--- src/rtl/judge_hp_unit.sv ---
// Answer judge and HP tracker: iterative restoring-remainder factor check, local/opponent arbitration, HP counters.
// Optional feature: define DRAW_DAMAGE_EN to make a DRAW cost both players one HP.
module judge_hp_unit #(
  parameter int W       = 8,
  parameter int HPW     = 2,
  parameter int HP_INIT = 3
) (
  input  logic           CLK,
  input  logic           RST,
  input  logic [3:0]     STATE,
  input  logic [W-1:0]   QUE_NUM,
  input  logic [W-1:0]   FACT,
  input  logic           DEC,
  input  logic           OPP_OK,
  output logic [1:0]     JUDG_OUT,
  output logic [1:0]     WRONG_OUT,
  output logic [1:0]     HP_OUT,
  output logic [HPW-1:0] HP_LOCAL,
  output logic [HPW-1:0] HP_OPP,
  output logic           BUSY
);

  localparam logic [3:0] ST_READY    = 4'd2;
  localparam logic [3:0] ST_QUESTION = 4'd3;
  localparam logic [3:0] ST_INPUT    = 4'd4;
  localparam logic [3:0] ST_DRAW     = 4'd6;
  localparam logic [3:0] ST_WRONG    = 4'd7;
  localparam logic [3:0] ST_GOOD     = 4'd8;
  localparam logic [3:0] ST_OUCH     = 4'd9;
  localparam logic [3:0] ST_WIN      = 4'd10;
  localparam logic [3:0] ST_LOSE     = 4'd11;
  localparam int CW = (W > 1) ? $clog2(W) : 1;

  typedef enum logic [1:0] {IDLE = 2'd0, CHECK = 2'd1, VERDICT = 2'd2} fsm_t;

  fsm_t           fsm_r, fsm_nxt_s;
  logic [W-1:0]   dvd_r, div_r, rem_r, rem_nxt_s, sub_s;
  logic [W:0]     rem_sh_s;
  logic [CW-1:0]  cnt_r;
  logic           bad_r, opp_flag_r, opp_chk_r;
  logic [1:0]     judg_r, wrong_r;
  logic [3:0]     prev_state_r;
  logic [HPW-1:0] hp_local_r, hp_opp_r;
  logic           in_input_s, clear_s, accept_s, range_bad_s, last_s, opp_valid_s;
  logic           entry_s, new_game_s;

  function automatic logic [HPW-1:0] dec_sat(input logic [HPW-1:0] v);
    dec_sat = (v == {HPW{1'b0}}) ? v : v - HPW'(1);
  endfunction

  assign in_input_s  = (STATE == ST_INPUT);
  // Leaving INPUT while the engine is busy counts as a round clear.
  assign clear_s     = (STATE == ST_READY) || ((fsm_r != IDLE) && !in_input_s);
  assign accept_s    = (fsm_r == IDLE) && in_input_s && DEC && (wrong_r == 2'b00);
  assign range_bad_s = (FACT < W'(2)) || (FACT >= QUE_NUM);
  assign last_s      = (cnt_r == CW'(W - 1));
  assign opp_valid_s = OPP_OK && ((STATE == ST_QUESTION) || in_input_s);
  assign entry_s     = (STATE != prev_state_r);
  assign new_game_s  = (STATE == ST_READY) && ((prev_state_r == ST_WIN) || (prev_state_r == ST_LOSE));

  // One restoring step: shift in the next dividend bit, subtract the divisor if it fits.
  assign rem_sh_s  = {rem_r, dvd_r[W-1]};
  assign sub_s     = rem_sh_s[W-1:0] - div_r;
  assign rem_nxt_s = (rem_sh_s >= {1'b0, div_r}) ? sub_s : rem_sh_s[W-1:0];

  // Engine state register.
  always_ff @(posedge CLK) begin
    if (!RST) fsm_r <= IDLE;
    else      fsm_r <= fsm_nxt_s;
  end

  // Engine next-state logic.
  always_comb begin
    fsm_nxt_s = fsm_r;
    case (fsm_r)
      IDLE: begin
        if (accept_s) fsm_nxt_s = range_bad_s ? VERDICT : CHECK;
        else          fsm_nxt_s = IDLE;
      end
      CHECK: begin
        if (clear_s)     fsm_nxt_s = IDLE;
        else if (last_s) fsm_nxt_s = VERDICT;
        else             fsm_nxt_s = CHECK;
      end
      VERDICT: fsm_nxt_s = IDLE;
      default: fsm_nxt_s = IDLE;
    endcase
  end

  // Remainder datapath: operands latched on accept, one bit per CHECK cycle.
  always_ff @(posedge CLK) begin
    if (!RST) begin
      dvd_r <= '0;
      div_r <= '0;
      rem_r <= '0;
      cnt_r <= '0;
      bad_r <= 1'b0;
    end else if (accept_s) begin
      dvd_r <= QUE_NUM;
      div_r <= FACT;
      rem_r <= '0;
      cnt_r <= '0;
      bad_r <= range_bad_s;
    end else if (fsm_r == CHECK) begin
      dvd_r <= {dvd_r[W-2:0], 1'b0};
      rem_r <= rem_nxt_s;
      cnt_r <= cnt_r + CW'(1);
    end
  end

  // Verdict, arbitration and opponent flags.
  always_ff @(posedge CLK) begin
    if (!RST || clear_s) begin
      judg_r     <= 2'b00;
      wrong_r    <= 2'b00;
      opp_flag_r <= 1'b0;
      opp_chk_r  <= 1'b0;
    end else if (fsm_r == VERDICT) begin
      if (bad_r || (rem_r != '0)) begin
        wrong_r <= 2'b11;
      end else begin
        wrong_r <= 2'b01;
        if (judg_r == 2'b10)                 judg_r <= 2'b10;
        else if (opp_chk_r || opp_valid_s)   judg_r <= 2'b11;
        else if (opp_flag_r)                 judg_r <= 2'b10;
        else                                 judg_r <= 2'b01;
      end
      if (opp_valid_s) opp_flag_r <= 1'b1;
    end else if (fsm_r == CHECK) begin
      if (opp_valid_s) begin
        opp_flag_r <= 1'b1;
        opp_chk_r  <= 1'b1;
      end
    end else begin
      if (accept_s) opp_chk_r <= 1'b0;
      // A held local-correct verdict makes a late opponent strobe irrelevant.
      if (opp_valid_s && (wrong_r != 2'b01)) begin
        opp_flag_r <= 1'b1;
        judg_r     <= 2'b10;
      end
      if ((STATE == ST_WRONG) && (wrong_r == 2'b11)) wrong_r <= 2'b00;
    end
  end

  // HP counters, updated on entry into GOOD/OUCH (and DRAW when enabled).
  always_ff @(posedge CLK) begin
    if (!RST) begin
      prev_state_r <= 4'd0;
      hp_local_r   <= HPW'(HP_INIT);
      hp_opp_r     <= HPW'(HP_INIT);
    end else begin
      prev_state_r <= STATE;
      if (new_game_s) begin
        hp_local_r <= HPW'(HP_INIT);
        hp_opp_r   <= HPW'(HP_INIT);
      end else if (entry_s) begin
        case (STATE)
          ST_GOOD: hp_opp_r   <= dec_sat(hp_opp_r);
          ST_OUCH: hp_local_r <= dec_sat(hp_local_r);
`ifdef DRAW_DAMAGE_EN
          ST_DRAW: begin
            hp_local_r <= dec_sat(hp_local_r);
            hp_opp_r   <= dec_sat(hp_opp_r);
          end
`else
          ST_DRAW: hp_local_r <= hp_local_r;
`endif
          default: hp_local_r <= hp_local_r;
        endcase
      end
    end
  end

  assign JUDG_OUT  = judg_r;
  assign WRONG_OUT = wrong_r;
  assign BUSY      = (fsm_r == CHECK);
  assign HP_LOCAL  = hp_local_r;
  assign HP_OPP    = hp_opp_r;
  assign HP_OUT    = {(hp_opp_r == {HPW{1'b0}}), (hp_local_r == {HPW{1'b0}})};

endmodule

--- config.mk ---
export PLATFORM = sky130hd
export DESIGN_NAME = judge_hp_unit
export DESIGN_NICKNAME = d
export VERILOG_FILES = /design/src/rtl/judge_hp_unit.sv
export SDC_FILE = /design/constraint.sdc
export NUM_CORES = 1
export LEC_CHECK = 0
export CORE_AREA = 10 10 64 105
export CTS_BUF_LIST = sky130_fd_sc_hd__clkbuf_16
export DETAILED_ROUTE_END_ITERATION = 8
export DIE_AREA = 0 0 74 115
export PLACE_DENSITY = 0.78
export SYNTH_ARGS = -nofsm -noshare
export SYNTH_HDL_FRONTEND = slang
export SYNTH_SLANG_ARGS = --single-unit
--- constraint.sdc ---
create_clock -name CLK -period 2.4 [get_ports CLK]
set_clock_uncertainty 0.15 [all_clocks]
set_input_delay 0.36 -clock CLK [delete_from_list [all_inputs] [get_ports CLK]]
set_output_delay 0.36 -clock CLK [all_outputs]
set_load 0.005 [all_outputs]
# Word level (Yosys, flattened, before mapping)
# Index checks and enable logic that the tools add are counted.
# word_totals
ff_bits	44
latchBits	0
mem_bits_rw	0
rom_bits	0
output_inout_bits	11
elab_cells	102
mem_count	0
# op_classes
n_addsub	4
n_mul	0
div	0
magnitude_cmp	3
eq_ne	18
shifts	0
n_mux	26
bitwise	4
n_reduce_logical	34
# op_table
operator	n
$mux 2	15
$mux 8	3
$eq 4x4->1 const B	4
$reduce_and 3->1	4
$ge 9x8->1	1
$eq 4x2->1 const B	2
$eq 4x3->1 const B	2
$ge 8x8->1	1
$logic_and 1x1->1	8
$logic_not 2->1	4
$lt 8x2->1 const B	1
$reduce_bool 2->1	4
$reduce_bool 8->1	1
$sub 8x8->8	1
$logic_or 1x1->1	7
$mux 1	7
$eq 2x2->1 const B	3
$ne 2x1->1 const B	3
$ne 4x4->1	1
$not 1->1	4
$pmux 2 s2	1
$reduce_or 2->1	2
$sub 2x1->2 const B	2
$add 3x1->3 const B	1
6 further kinds	7

# Logic depth before layout (Yosys ltp)
# logic_depth
ltp_word	8
mapped_depth	8

# Least setup slack after synthesis
# No wires, ideal clock.
# synth_timing
kind	reg-to-reg
start	register div_r[3]
end	register rem_r[5]
arrival_ps	1856
t_required_ps	2176
setup_slack_ps	319
stages_incl_launch_ff	8
synth_period_minus_slack_ps	2081
cell_sequence	dfxtp_1 inv_1 ha_1 and3_1 nand3_2 o211a_4 or4b_1 a31oi_1
# synth_between
elab_chain_len	2
# synth_rtl
element	line	source
start: declaration	37	logic [W-1:0] dvd_r, div_r, rem_r, rem_nxt_s, sub_s;
start signal: assignment	94	div_r <= '0;
start signal: assignment	100	div_r <= FACT;
$sub 8x8->8 or $ge 9x8->1 (tied branches)	63, 64	
$mux 8 (*)	64	assign rem_nxt_s = (rem_sh_s >= {1'b0, div_r}) ? sub_s : rem_sh_s[W-1:0];
end signal: assignment	106	rem_r <= rem_nxt_s;
end: declaration	37	
# Every way passes the cells marked *; elsewhere a longest branch is shown, timed or not.
# A chain may end at the register's enable or synchronous reset.

# Final worst setup path
# layout_timing
start	register div_r[1]
end	register rem_r[7]
# The elaborated chain is that of the path after synthesis.

==> metrics.txt <==
CP top delay family compound AO/OA/AOI/OAI gates; sequential area share after synthesis 0.333; Port Buffer Count 34; FF+latch count, synth 44; CP max stage delay a little under 0.5 ns; Critical Path Sink Type flop; Hold Vio Cnt, Final 0; Synth async-reset ratio 0; cell taking the most area after synthesis dfxtp_1; grt met1 use 0.142; Core Box Area between 0.004 and 0.005 mm2; share of layout cells above drive strength 1 0.0939; Net count, final about 410; Initial Utilization 0.532; Overflow after GRT 0; Slew HR 0.572; DP Wirelength 4.92 mm; Max Fclk about 430 MHz; die area between 0.008 and 0.009 mm2; Worst EP arrival roughly 2.4 ns; first-pass iteration count of the detailed router 4; post-synth top area share 0.333; leading cell types by count after synthesis dfxtp_1, inv_1, nand2_1; CP max FO 3; Syn Area/Cell approximately 8.4 um2; num rows 34; gpl congestion 0.838; Final Max Tran Viols 0; Static Leak 1.31 nW; IO Pins 35; Clock transition at path regs 0.06 ns; H-Tree Depth 2; Tcrit/Tclk final 0.959; maximum VDD drop 0.549 mV; vias per inst slightly below 6; first-pass GRT wire length slightly above 10 mm; Power Dens Cells approximately 510 mW/mm2; initial drt markers between 100 and 150; Post-Synthesis Cells ~320; WS Path Type reg2reg; total CTS buffers 5; Critical Path RT 2.45 ns; Skew-Pair Late Insertion Delay around 0.28 ns; ranking of synthesized cells by area dfxtp_1, ha_1, inv_1; Tmin final roughly 2.3 ns; CTS hold repair buffers 0; chip width ~74 um; top-count cell post-synth dfxtp_1; met2 usage 0.288; Post-Synthesis Cell Area 0.00265 mm2; clk buf depth 2; placed insts 408; Slew @ Worst Pin 0.639 ns; RSZ-0062 raised after global routing false; fillers 424; pre-CTS setup slack -0.136 ns; Cell Count, Final, Fillers Out roughly 420; Hold Path Class reg2reg; clock sinks 44; final setup fails 0; Vias around 2400; Netlist cell types 57; setup bufs post-CTS 0; vias in the first global route about 2400; drt drc 0; Routed WL 6.16 mm; Post-synth EDFFs 0; CTS tree done; n_diodes 0; met3 usage 0.0276; Min Hold Slack a little over 0.3 ns; syn_nets approximately 360; area grow syn2layout 23.2%; GRT busiest layer met2; final worst slack about 0.097 ns; Total GRT Usage 0.148; Startpoint Class flop; outcome finished clean; drt wl/cell approximately 15 um; initial antenna violation count 0; CP bufs+invs 1; # resized after CTS 0; dominant synthesized flop cell dfxtp_1; Ys Warns 0; Max-cap violations 0; Critical-path top delay cell or4_1; post-route ant nets 0; largest net degree at the start of global routing 27; CTS root buf clkbuf_16; die height about 120 um; Critical Path, Cell by Cell inv_1 > ha_1 > nor2b_1 > o21ai_0 > a21oi_1 > or4_1 > a41oi_1
[state kept, by name, summed over array words and instances, names as in the netlist]
name,cells
prev_state_r,4
JUDG_OUT,2
fsm_r,2
HP_LOCAL,2
dvd_r,8
div_r,8
opp_flag_r,1
rem_r,8
bad_r,1
opp_chk_r,1
HP_OPP,2
WRONG_OUT,2
cnt_r,3
[logic make-up (layout without fill, tap and decap cells)]
| logic type | count (synthesis) | count (layout) | share of synthesized area |
|---|---|---|---|
| AND/OR/NAND/NOR | 107 | 107 | 0.215 |
| AO/OA/AOI/OAI | 85 | 85 | 0.213 |
| buffers and inverters | 40 | 87 | 0.0699 |
| XOR/XNOR | 6 | 6 | 0.0198 |
| multiplexers | 9 | 9 | 0.0340 |
| adder cells (fa/ha/maj) | 24 | 24 | 0.116 |
| flip-flops | 44 | 44 | 0.333 |
[cell usage in the layout, fill, tap and decap left out, drive strengths merged, types with 5 or more instances in the layout]
| master | count |
|---|---|
| nor3b | 5 |
| nand4 | 5 |
| dfxtp | 44 |
| inv | 29 |
| a21o | 6 |
| a211oi | 7 |
| nand2b | 6 |
| nor2b | 6 |
| ha | 23 |
| mux2i | 9 |
| nand2 | 29 |
| a21oi | 19 |
| o211ai | 6 |
| clkdlybuf4s50 | 34 |
| nand3 | 7 |
| a31oi | 7 |
| clkbuf | 5 |
| nor2 | 23 |
| buf | 16 |
| o21ai | 22 |
[layer usage]
| layer | part of all wire | vias to the layer above |
|---|---|---|
| met2 | 0.56 | 56 |
| met4 | 0.020 | 0 |
| li1 | - | 1228 |
| met1 | 0.37 | 1135 |
| met3 | 0.041 | 11 |
| met5 | 0 | - |
[path summary, 6_finish.rpt]
check	startpoint	to	slack [ns]	depth (start not counted)
max reg2reg	div_r[1]	rem_r[7]	0.1	7
min	div_r[5]	div_r[5]	0.30	2
min reg2reg	div_r[5]	div_r[5]	0.30	2
max	div_r[1]	rem_r[7]	0.1	7
[stage by stage]
stage | power (mW) | cell area [um2] | util | setup TNS, ns
after floorplan | 0.903 | 2650 | - | 0
after global placement | 0.999 | 3110 | 0.625 | -0.269
after detailed placement | 1.00 | 3110 | 0.625 | -0.384
after CTS | 1.66 | 3260 | 0.654 | 0
after global routing | 1.72 | 3260 | 0.656 | 0
final | 1.65 | 3260 | 0.656 | 0
[worst register-to-register path: stages, from the launching register on]
cell and delay, ns:
dfxtp_1 0.37, inv_1 0.06, ha_1 0.32, nor2b_1 0.14
o21ai_0 0.34, a21oi_1 0.15, or4_1 0.49, a41oi_1 0.22
[power breakdown]
group	total, mW	switching, mW	internal, mW
registers	0.756	0.0104	0.746
clock network	0.661	0.278	0.383
logic	0.234	0.114	0.120
[cell type report]
class	instances	area (um2)	share of cell area
Multi-Input combinational cell	231	1590	0.487
Sequential cell	44	881	0.270
Clock inverter	3	18.8	0.00575
Timing Repair Buffer	50	473	0.145
Tap cell	54	67.6	0.0207
Inverter	29	109	0.0333
Clock buffer	5	125	0.0383
(Power assumes the default switching activity.)
==> patch 1 (same flow settings) <==
Re-encode `fsm_t` (3 states) as one-hot, 3 bits wide.
--- a/src/rtl/judge_hp_unit.sv
+++ b/src/rtl/judge_hp_unit.sv
@@ -33,3 +33,3 @@
 
-  typedef enum logic [1:0] {IDLE = 2'd0, CHECK = 2'd1, VERDICT = 2'd2} fsm_t;
+  typedef enum logic [2:0] {IDLE = 3'b001, CHECK = 3'b010, VERDICT = 3'b100} fsm_t;
 
Function: no difference found for any inputs over 10 cycles, from zero or initial values and one cycle with RST low; not proved beyond that.
==> patch 1 against the original RTL <==
Die area did not move. Synthesized cell count rose by 5.1%. Hold slack improved by 0.0051 ns. Setup slack got worse by 0.030 ns. Area after synthesis rose by 0.90%. Power fell by 3.8%. Highest routed layer unchanged. Global-route usage rose by 2.1 points. Sequential power rose by 1%. Wire length rose by 9.4%. Sequential cell count rose by 1. Design area rose by 3.0%. Clock power fell by 5.4%.
==> patch 1: results (changes against the original RTL) <==
Crit path max-delay family simple AND/OR/NAND/NOR gates; DR pass1 iterations 6 (+2); Total Routing Usage GR 0.169 (+0.0209); EDFF count, synth 0 (unchanged); first-pass GRT wire length 11,900 µm (+15%); layout cells sized above 1 0.105 (+0.0108); Compound-Gate Fraction of Synth Area 0.218 (+0.00513); vias per cell 5.88 (+0.64%); adder-cell area share of the yosys netlist 0.101 (-0.0151); Distinct cells, synth 51 (-11%); routability cong. 0.823 (-1.8%); Rel. slew slack 0.717 (+0.144); synthesized instance count 331 (+5.1%); outcome finished clean; CTS Buffer Depth 2 (unchanged); total wire length 6740 µm (+9.4%); Post-Layout Cell Count 436 (+4.8%); Worst Setup SP dvd_r[7]; r2r endpoint rem_r[6]; DP Worst Slack 0.00187 ns (+0.138 ns); Hold Path End cnt_r[1]; largest net degree at the start of global routing 29 (+7.4%); synth top area cells dfxtp_1 34%, ha_1 9.4%, nand2_1 6.2%, inv_1 3.9%, nor2_1 3.7%; R2R cell count 8 (+1); # nets final 427 (+4.4%); Worst VDD drop 0.000449 V (-18%); slowest CP cell or4_1; Worst Path Arrival 2.38 ns (+0.02 ns); most common library cells after synthesis 45 x dfxtp_1, 44 x nand2_1, 28 x inv_1; sw frac 0.222 (-0.0211); proportion of synthesized area in mux cells 0.0112 (-0.0228); Post-synth top flop dfxtp_1; reg2reg setup slack 0.07 ns (-0.03 ns); hold path start cnt_r[1]; worst r2r src dvd_r[7]; worst-path maximum fanout 2 (-1); initial drt markers 87 (-22%); Power, Total 1.59 mW (-3.8%); Post-Synth XOR/XNOR Area 0.0229 (+0.00310); Detailed Place HPWL 5380 µm (+9.2%)
patch 1: cell count changes after synthesis, moves of 6 or more:
cell	unedited run	this run
o21ai_0	21	13
nand3_1	6	13
mux2i_1	9	3
o211a_1	0	6
a21boi_0	1	9
nand2_1	29	44
patch 1: cell type report:
cell class / count / area (µm²)
Inverter: 28 / 105
Multi-Input combinational cell: 242 / 1610
Clock buffer: 5 / 125
Clock inverter: 2 / 7.51
Tap cell: 54 / 67.6
Sequential cell: 45 / 901
Timing Repair Buffer: 60 / 548
Fill cell: 406 / 1610
patch 1: kinds of logic after synthesis:
kind of cell,Yosys count
muxes,3
DFF,45
buffers and inverters,44
adders and majority gates,21
xor gates and xnor gates,7
AOI/OAI and AO/OA,82
and+or+nand+nor,129
patch 1: worst max-delay path by stage:
stage          slack (ns)  cells after the start          end
3_5_place_dp        0.002                      7    HP_OPP[0]
6_report             0.07                      8     rem_r[6]
4_1_cts             0.004                      8     rem_r[6]
3_3_place_gp         0.04                      6  JUDG_OUT[1]
2_1_floorplan        0.21                      8     rem_r[6]
5_1_grt             -0.07                      8     rem_r[6]
patch 1: through the flow:
step / hold WS [ns] / instance area [µm²] / utilization
after floorplan: 0.290 / 2670 / -
after global placement: 0.292 / 3210 / 0.646
after detailed placement: 0.301 / 3210 / 0.646
after CTS: 0.309 / 3350 / 0.672
after global routing: 0.335 / 3360 / 0.676
final: 0.309 / 3360 / 0.676
patch 1: power groups by stage:
stage / Combinational, mW / Clock, mW / Sequential, mW
6_report: 0.196 / 0.625 / 0.767
4_1_cts: 0.194 / 0.635 / 0.767
2_1_floorplan: 0.0991 / 0 / 0.782
3_3_place_gp: 0.189 / 0 / 0.783
3_5_place_dp: 0.193 / 0 / 0.783
5_1_grt: 0.218 / 0.662 / 0.768
patch 1: metal layers:
metal	GRT usage	vias up	routed length, µm
met2	0.326	70	3810
met5	0	-	0
met1	0.159	1210	2430
met4	0.0687	0	194
li1	-	1265	-
met3	0.0423	18	314
patch 1: worst reg2reg max path, delay by kind of cell, from the launching register on:
family,cells,cell delay (ns)
and+or+nand+nor,3,0.77
adders and majority gates,2,0.57
DFF,1,0.33
AOI/OAI and AO/OA,2,0.39
buffers and inverters,1,0.06
==> patch 2 (same settings) <==
Made on the original files. The parameter `HPW` goes from 2 to 4.
--- a/src/rtl/judge_hp_unit.sv
+++ b/src/rtl/judge_hp_unit.sv
@@ -4,3 +4,3 @@
   parameter int W       = 8,
-  parameter int HPW     = 2,
+  parameter int HPW     = 4,
   parameter int HP_INIT = 3
Ports: changed (resized HP_LOCAL and HP_OPP); port bits go from 35 to 39. No check against the original RTL was run, so the function may have changed too.
==> patch 2 against the original RTL <==
Critical path depth down 3. Power up 16%. Setup slack better by 0.0062 ns. Wire length up 14%. Sequential cell count up 4. Area after synthesis up 8.0%. Final cell count up 9.1%. Via count up 7.5%. Design area up 11%. Largest power group unchanged.
==> patch 2: results (changes against the original RTL) <==
synthesized cell area 0.00286 mm² (+8.0%); largest net degree at the start of global routing 24 (-11%); crit-path max cell delay 0.58 ns (+0.09 ns); Hold Path End div_r[4]; Seq/Total Area, Yosys 0.336 (+0.00327); clk slew on worst S/H paths 0.07 ns; Syn Nets 393 (+8.3%); slowest CP cell clkdlybuf4s50_1; # nets final 447 (+9.3%); routability cong. 0.904 (+7.9%); outcome finished clean; Worst VDD drop 0.000582 V (+6.1%); Rel. slew slack 0.671 (+0.0985); R2R cell count 8 (+1); hold depth 2 (unchanged); Distinct cells, synth 55 (-3.5%); CTS Buf Count 5 (unchanged); DR pass1 iterations 4 (unchanged); synth top area cells dfxtp_1 34%, ha_1 10%, nand2_1 5.6%, nor2_1 4.2%, a21oi_1 3.5%; placed cell areas 0.00340 mm² (+9.1%); port bufs 38 (+12%); FILL cells 389 (-8.3%); Worst Path Arrival 1.79 ns (-0.57 ns); LEAKAGE 1.44 nW (+9.8%); first-pass GRT wire length 11,400 µm (+9.3%); DP Worst Slack -0.150 ns (-0.0140 ns); vias in the first global route 2,540 (+4.8%); Detailed Place HPWL 5490 µm (+12%); worst r2r src dvd_r[7]; most common library cells after synthesis 48 x dfxtp_1, 43 x nand2_1, 32 x nor2_1; Total Routing Usage GR 0.163 (+0.0146); layout cells sized above 1 0.118 (+0.0236); hold path start div_r[4]; total wire length 7030 µm (+14%); Crit path max-delay family buffers and inverters; antenna violations before repair 0 (unchanged); vias per cell 5.76 (-1.5%); r2r endpoint rem_r[6]; # diodes 0 (unchanged); share of synthesized registers carrying an async set or reset 0 (unchanged)
-- patch 2: timing repair --
item,CTS,global route
pin swaps,0,1
endpoints found under the hold margin,0,0
gates resized for setup,2,7
gates cloned,0,0
endpoints found under the setup margin,1,4
-- patch 2: routing by layer --
metal,vias up,track usage,wire length (µm)
met3,11,0.0319,368
met1,1221,0.157,2690
met5,-,0,0
met2,62,0.325,3870
li1,1319,-,-
met4,0,0.0437,104
-- patch 2: worst max path at each step --
stage / start / endpoint / cells after the start / slack (ns)
3_3_place_gp: STATE[0] / dvd_r[7] / 7 / -0.13
5_1_grt: STATE[0] / dvd_r[7] / 7 / 0.02
3_5_place_dp: STATE[0] / dvd_r[7] / 7 / -0.15
4_1_cts: dvd_r[7] / rem_r[6] / 8 / 0.004
6_report: HP_LOCAL[0] / HP_OUT[0] / 4 / 0.10
2_1_floorplan: STATE[1] / dvd_r[7] / 7 / 0.19
-- patch 2: logic make-up (layout without fill, tap and decap cells) --
kind of cell,count (synthesis),after routing,synth area share
DFF,48,48,0.336
and+or+nand+nor,135,135,0.238
xor gates and xnor gates,11,11,0.0337
buffers and inverters,40,95,0.0686
AOI/OAI and AO/OA,78,78,0.185
adders and majority gates,24,24,0.108
muxes,9,9,0.0315
-- patch 2: layout make-up --
| cell class | count | area (µm²) | area share |
|---|---|---|---|
| multi-input cells | 257 | 1750 | 0.484 |
| clock buffers | 5 | 125 | 0.0347 |
| clock inverters | 3 | 46.3 | 0.0128 |
| inverters | 26 | 97.6 | 0.0270 |
| repair buffers | 61 | 566 | 0.157 |
| flip-flops and latches | 48 | 961 | 0.266 |
| well taps | 54 | 67.6 | 0.0187 |
-- patch 2: metrics by stage --
stage | hold WS, ns | cells
floorplan | 0.286 | 345
global placement | 0.297 | 446
detailed placement | 0.305 | 446
CTS | 0.314 | 454
global route | 0.336 | 454
finish | 0.313 | 454
-- patch 2: where the power goes --
part	leakage, nW	switching [mW]	internal [mW]
Clock	0.0804	0.300	0.495
Combinational	0.972	0.145	0.145
Sequential	0.389	0.0121	0.813
-- patch 2: worst register-to-register path, cell delays in order, from the launching register on --
cell and delay (ns):
dfxtp_1 0.33, inv_2 0.08, ha_4 0.14, fa_2 0.21
nor2b_1 0.06, o31a_1 0.26, or4b_2 0.65, a31oi_4 0.20
o31a_1 0.15
